File: src/rtl/instruction_fetch_controller.sv
// Instruction fetch controller: owns the PC, fills a circular fetch queue from a
// combinational instruction memory and presents {pc, instr} pairs to decode.
module instruction_fetch_controller #(
    parameter logic [31:0] RESET_PC = 32'h0000_0000,
    parameter int unsigned DEPTH    = 4,
    parameter logic [31:0] NOP_WORD = 32'h0000_0013
) (
    input  logic                       CLK,
    input  logic                       RESET,
    input  logic                       FETCH_EN,
    output logic [31:0]                IMEM_ADDRESS,
    input  logic [31:0]                IMEM_INSTRUCTION,
    input  logic                       IMEM_READY,
    input  logic                       BRANCH_TAKEN,
    input  logic [31:0]                BRANCH_TARGET,
    output logic                       OUT_VALID,
    input  logic                       OUT_READY,
    output logic [31:0]                OUT_INSTRUCTION,
    output logic [31:0]                OUT_PC,
    output logic [$clog2(DEPTH):0]     QUEUE_COUNT
);

    localparam int unsigned PW = $clog2(DEPTH);
    localparam int unsigned CW = PW + 1;

    typedef enum logic [1:0] {
        FETCH,
        STALL,
        REDIRECT
    } ctrl_e;

    logic [31:0]   pc;
    logic [31:0]   q_pc    [DEPTH];
    logic [31:0]   q_instr [DEPTH];
    logic [PW-1:0] rd_ptr;
    logic [PW-1:0] wr_ptr;
    logic [CW-1:0] count;
    logic          deq;
    logic          enq;
    ctrl_e         ctrl;

    // Full check uses the current count, so a same-cycle dequeue never frees a slot.
    always_comb begin
        OUT_VALID = (count != '0);
        deq       = OUT_VALID & OUT_READY;
        enq       = FETCH_EN & IMEM_READY & ~BRANCH_TAKEN & (count < CW'(DEPTH));
        if (BRANCH_TAKEN)
            ctrl = REDIRECT;
        else if (enq)
            ctrl = FETCH;
        else
            ctrl = STALL;
    end

    always_comb begin
        IMEM_ADDRESS    = pc;
        QUEUE_COUNT     = count;
        OUT_INSTRUCTION = OUT_VALID ? q_instr[rd_ptr] : NOP_WORD;
        OUT_PC          = OUT_VALID ? q_pc[rd_ptr]    : '0;
    end

    always_ff @(posedge CLK) begin
        if (enq) begin
            q_pc[wr_ptr]    <= pc;
            q_instr[wr_ptr] <= IMEM_INSTRUCTION;
        end
    end

    always_ff @(posedge CLK) begin
        if (!RESET) begin
            pc     <= RESET_PC;
            rd_ptr <= '0;
            wr_ptr <= '0;
            count  <= '0;
        end else begin
            case (ctrl)
                REDIRECT: begin
                    pc     <= {BRANCH_TARGET[31:2], 2'b00};
                    rd_ptr <= '0;
                    wr_ptr <= '0;
                    count  <= '0;
                end
                FETCH: begin
                    pc     <= pc + 32'd4;
                    wr_ptr <= wr_ptr + PW'(1);
                    if (deq)
                        rd_ptr <= rd_ptr + PW'(1);
                    else
                        count <= count + CW'(1);
                end
                default: begin
                    if (deq) begin
                        rd_ptr <= rd_ptr + PW'(1);
                        count  <= count - CW'(1);
                    end
                end
            endcase
        end
    end

endmodule

File: config.mk
export PLATFORM = sky130hd
export DESIGN_NAME = instruction_fetch_controller
export DESIGN_NICKNAME = d
export VERILOG_FILES = /design/src/rtl/instruction_fetch_controller.sv
export SDC_FILE = /design/constraint.sdc
export NUM_CORES = 1
export LEC_CHECK = 0
export BUFFER_PORTS_ARGS = -buffer_cell sky130_fd_sc_hd__buf_2
export CAP_MARGIN = 5
export CORE_ASPECT_RATIO = 0.5
export CORE_UTILIZATION = 57
export DETAILED_ROUTE_END_ITERATION = 12
export PLACE_DENSITY = 0.91
export SLEW_MARGIN = 40
export SYNTH_ARGS = -nofsm -noshare
export SYNTH_HDL_FRONTEND = slang
export SYNTH_SLANG_ARGS = --single-unit
File: constraint.sdc
create_clock -name CLK -period 3.1 [get_ports CLK]
set_input_delay 0.31 -clock CLK [delete_from_list [all_inputs] [get_ports CLK]]
set_output_delay 0.31 -clock CLK [all_outputs]
set_load 0.1 [all_outputs]
==> impl_metrics.py <==
metrics = {
    "status": {
        "status": "complete, no violations",
    },
    "die": {
        "ios": 170,
        "initial_utilization_pct": 59.0,
        "die_area_um2": 21000,
        "die_w_um": 204,
        "row_count": 36,
        "die_h_um": 103,
        "coreArea_um2": 19700,
    },
    "setup_path": {
        "endpoint": "OUT_PC[28]",
        "critPathKind": "flop to primary output",
        "worstPathArrival_ps": 2600,
        "critPathRequiredTime_ps": 2790,
        "cp_max_fo": 51,
        "cp_num_cells": 5,
        "r2r-start": "IMEM_ADDRESS[2]",
        "crit_family": "buffers and inverters",
        "max_stage_delay_ps": 530,
        "r2r_slack_ps": 610,
        "end_kind": "primary output",
        "cp-start-kind": "flop",
        "r2r-end": "IMEM_ADDRESS[18]",
        "ff2ff_path_depth": 5,
        "crit_start": "QUEUE_COUNT[2]",
        "crit_slowest_cell": "nor3_1",
        "cp_num_buf_inv": 3,
        "timing.critical_path.cells": "nor3_1 > clkinv_1 > buf_4 > and2_1 > buf_2",
    },
    "clock_network": {
        "cts_resized": 0,
        "cts_sinks": 287,
        "cts_tree": "yes",
        "ctsHtreeMaxLevel": 1,
        "clkLatencyLatePin_ps": 520,
        "clk_pin_slew_worst_paths_ps": 70,
        "cts_buffer_depth": 3,
        "cts_hold_buf": 0,
        "cts_buffers": 25,
        "post_cts_buffers": 0,
        "clock-root-buffer": "clkbuf_16",
    },
    "route": {
        "avgViaCountPerCell": 6.20,
        "drt_iter0_drc": 597,
        "vias": 7118,
        "remaining_drc_errors": 0,
        "wl_per_cell_um": 22.8,
        "drtAntennaViolNets": 0,
        "first_pass_iters": 5,
        "routed_wl_um": 26100,
    },
    "logic_synthesis": {
        "synth_top_flop_cell": "edfxtp_1",
        "synthCells": 686,
        "netlist.area_leader.share_pct": 64.0,
        "synth_top_area_cell": "edfxtp_1",
        "synth_common_cells": "248 x edfxtp_1, 64 x and2_1, 62 x mux4_2",
        "seq_area_frac_synth_pct": 70.7,
        "ys_warn_count": 0,
        "synth_seq_cells": 287,
        "yosysMostFrequentCell": "edfxtp_1",
        "synth_edf_count": 248,
        "syn_area_per_cell_um2": 17.0,
        "yosysUniqueCellTypes": 48,
        "synthesis.area_um2": 11600,
        "synthTopCellsByArea": "edfxtp_1 64%, mux4_2 12%, dfxtp_1 6.7%",
        "synthArstFlopShare_pct": 0,
    },
    "layout": {
        "drive_above_1_share_pct": 33.4,
        "ff_latch_area_um2": 8230,
        "fin_util_pct": 69.2,
        "multi_input_area_um2": 3230,
        "fill_cells": 1190,
        "area_growth_pct": 17.4,
        "finalNonFillerCells": 1148,
        "design_area_um2": 13700,
        "nets": 938,
    },
    "power_and_ir_drop": {
        "power_mw": 8.47,
        "internal-power_mw": 6.20,
        "clkPwrFrac_pct": 35.7,
        "powerDensity_nw_per_um2": 620,
        "swShare_pct": 26.8,
        "switchingPower_mw": 2.27,
        "peakVddDrop_v": 0.000342,
        "leakage_nw": 4.77,
        "combPwrFrac_pct": 13.0,
        "p_seq_share_pct": 51.3,
    },
    "timing": {
        "finalMaxSlewViolations": 0,
        "tightest_slew_ps": 844,
        "max_freq_mhz": 344,
        "fin_setup_tns_ps": 0,
        "finalCritPeriodShare_pct": 93.8,
        "relSlewSlack_pct": 43.2,
        "hold_viol": 0,
        "fin_crit_ps": 2910,
        "holdWs_ps": 6.29,
        "finalSetupViolCount": 0,
        "rsz0062_at_grt": "no",
        "clock_skew_ps": 22.1,
        "setup_ws_ps": 192,
    },
    "global_routing": {
        "grt_max_degree": 52,
        "grt_pass1_wl_um": 39100,
        "antenna_found_initial": 2,
        "grt_overflow": 0,
        "groute.usage.overall_pct": 24.8,
        "grt_pass1_vias": 6929,
    },
    "placement": {
        "post_dp_cell_area_um2": 12900,
        "place_inst": 1101,
        "place_ws_ps": 783,
        "gp_congestion": 0.844,
        "portBuffers": 163,
        "dp_hpwl_um": 16400,
    },
    "worst_hold_path": {
        "min_path_type": "input pin to flop",
    },
    "job": {
        "maxCapViolCount": 0,
    },
}
final cells by class:
cell class,count,area share [%]
tap,266,2.44
inverter,6,0.165
antenna,2,0.0367
clock inverter,11,0.751
clock buffer,34,5.05
multi-input combinational,357,23.6
sequential,287,60.3
timing repair buffer,185,7.64
per-layer routing:
metal / vias up / routed length, um / GRT usage (%)
li1: 3071 / - / -
met5: - / 0 / 0
met4: 0 / 830 / 8.67
met2: 422 / 13100 / 42.2
met3: 73 / 1980 / 3.79
met1: 3552 / 10300 / 33.5
logic make-up (layout without fill, tap and decap cells):
| family | Yosys count | count (layout) | synth area share (%) |
|---|---|---|---|
| AND/OR/NAND/NOR | 206 | 206 | 10.0 |
| other | 1 | 6 | 0.0322 |
| AO/OA/AOI/OAI | 62 | 62 | 3.50 |
| flip-flops | 287 | 287 | 70.7 |
| buffers and inverters | 45 | 236 | 1.68 |
| adder cells (fa/ha/maj) | 6 | 6 | 0.645 |
| multiplexers | 70 | 70 | 12.7 |
| XOR/XNOR | 9 | 9 | 0.678 |
flip-flops by register name, indices dropped and copies added, names as in the netlist, named ones only:
| name | cells |
|---|---|
| QUEUE_COUNT | 3 |
| wr_ptr | 2 |
| q_pc | 120 |
| IMEM_ADDRESS | 30 |
| rd_ptr | 2 |
| q_instr | 128 |
placed cells by master, fill, tap and decap left out, types with 7 or more instances in the layout:
master	instances
a21oi_1	9
a31oi_1	7
and2_1	60
buf_2	163
buf_4	17
clkbuf_16	25
dfxtp_1	37
edfxtp_1	248
mux4_2	62
nand2_1	30
nand3_1	18
nand4_1	13
nor2_1	21
nor3_1	10
nor4_1	12
o21ai_0	17
or3_1	9
worst min-delay path by stage:
stage / start / end / slack, ps / cells after the start
6_report: IMEM_INSTRUCTION[30] / q_instr[0][30] / 6 / 1
5_1_grt: IMEM_INSTRUCTION[23] / q_instr[1][23] / 8 / 1
4_1_cts: IMEM_INSTRUCTION[30] / q_instr[0][30] / 4 / 1
3_5_place_dp: rd_ptr[1] / flop / 520 / 2
3_3_place_gp: rd_ptr[1] / flop / 510 / 2
2_1_floorplan: IMEM_INSTRUCTION[0] / q_instr[0][0] / 410 / 0
power by group through the flow:
stage	clock [mW]	combinational [mW]	sequential [mW]
floorplan	0	0.675	4.60
global placement	0	1.08	4.41
detailed placement	0	1.09	4.42
CTS	3.05	1.10	4.34
global route	3.20	1.14	4.35
finish	3.03	1.10	4.34
No activity file was read; power rests on OpenSTA's default activity.
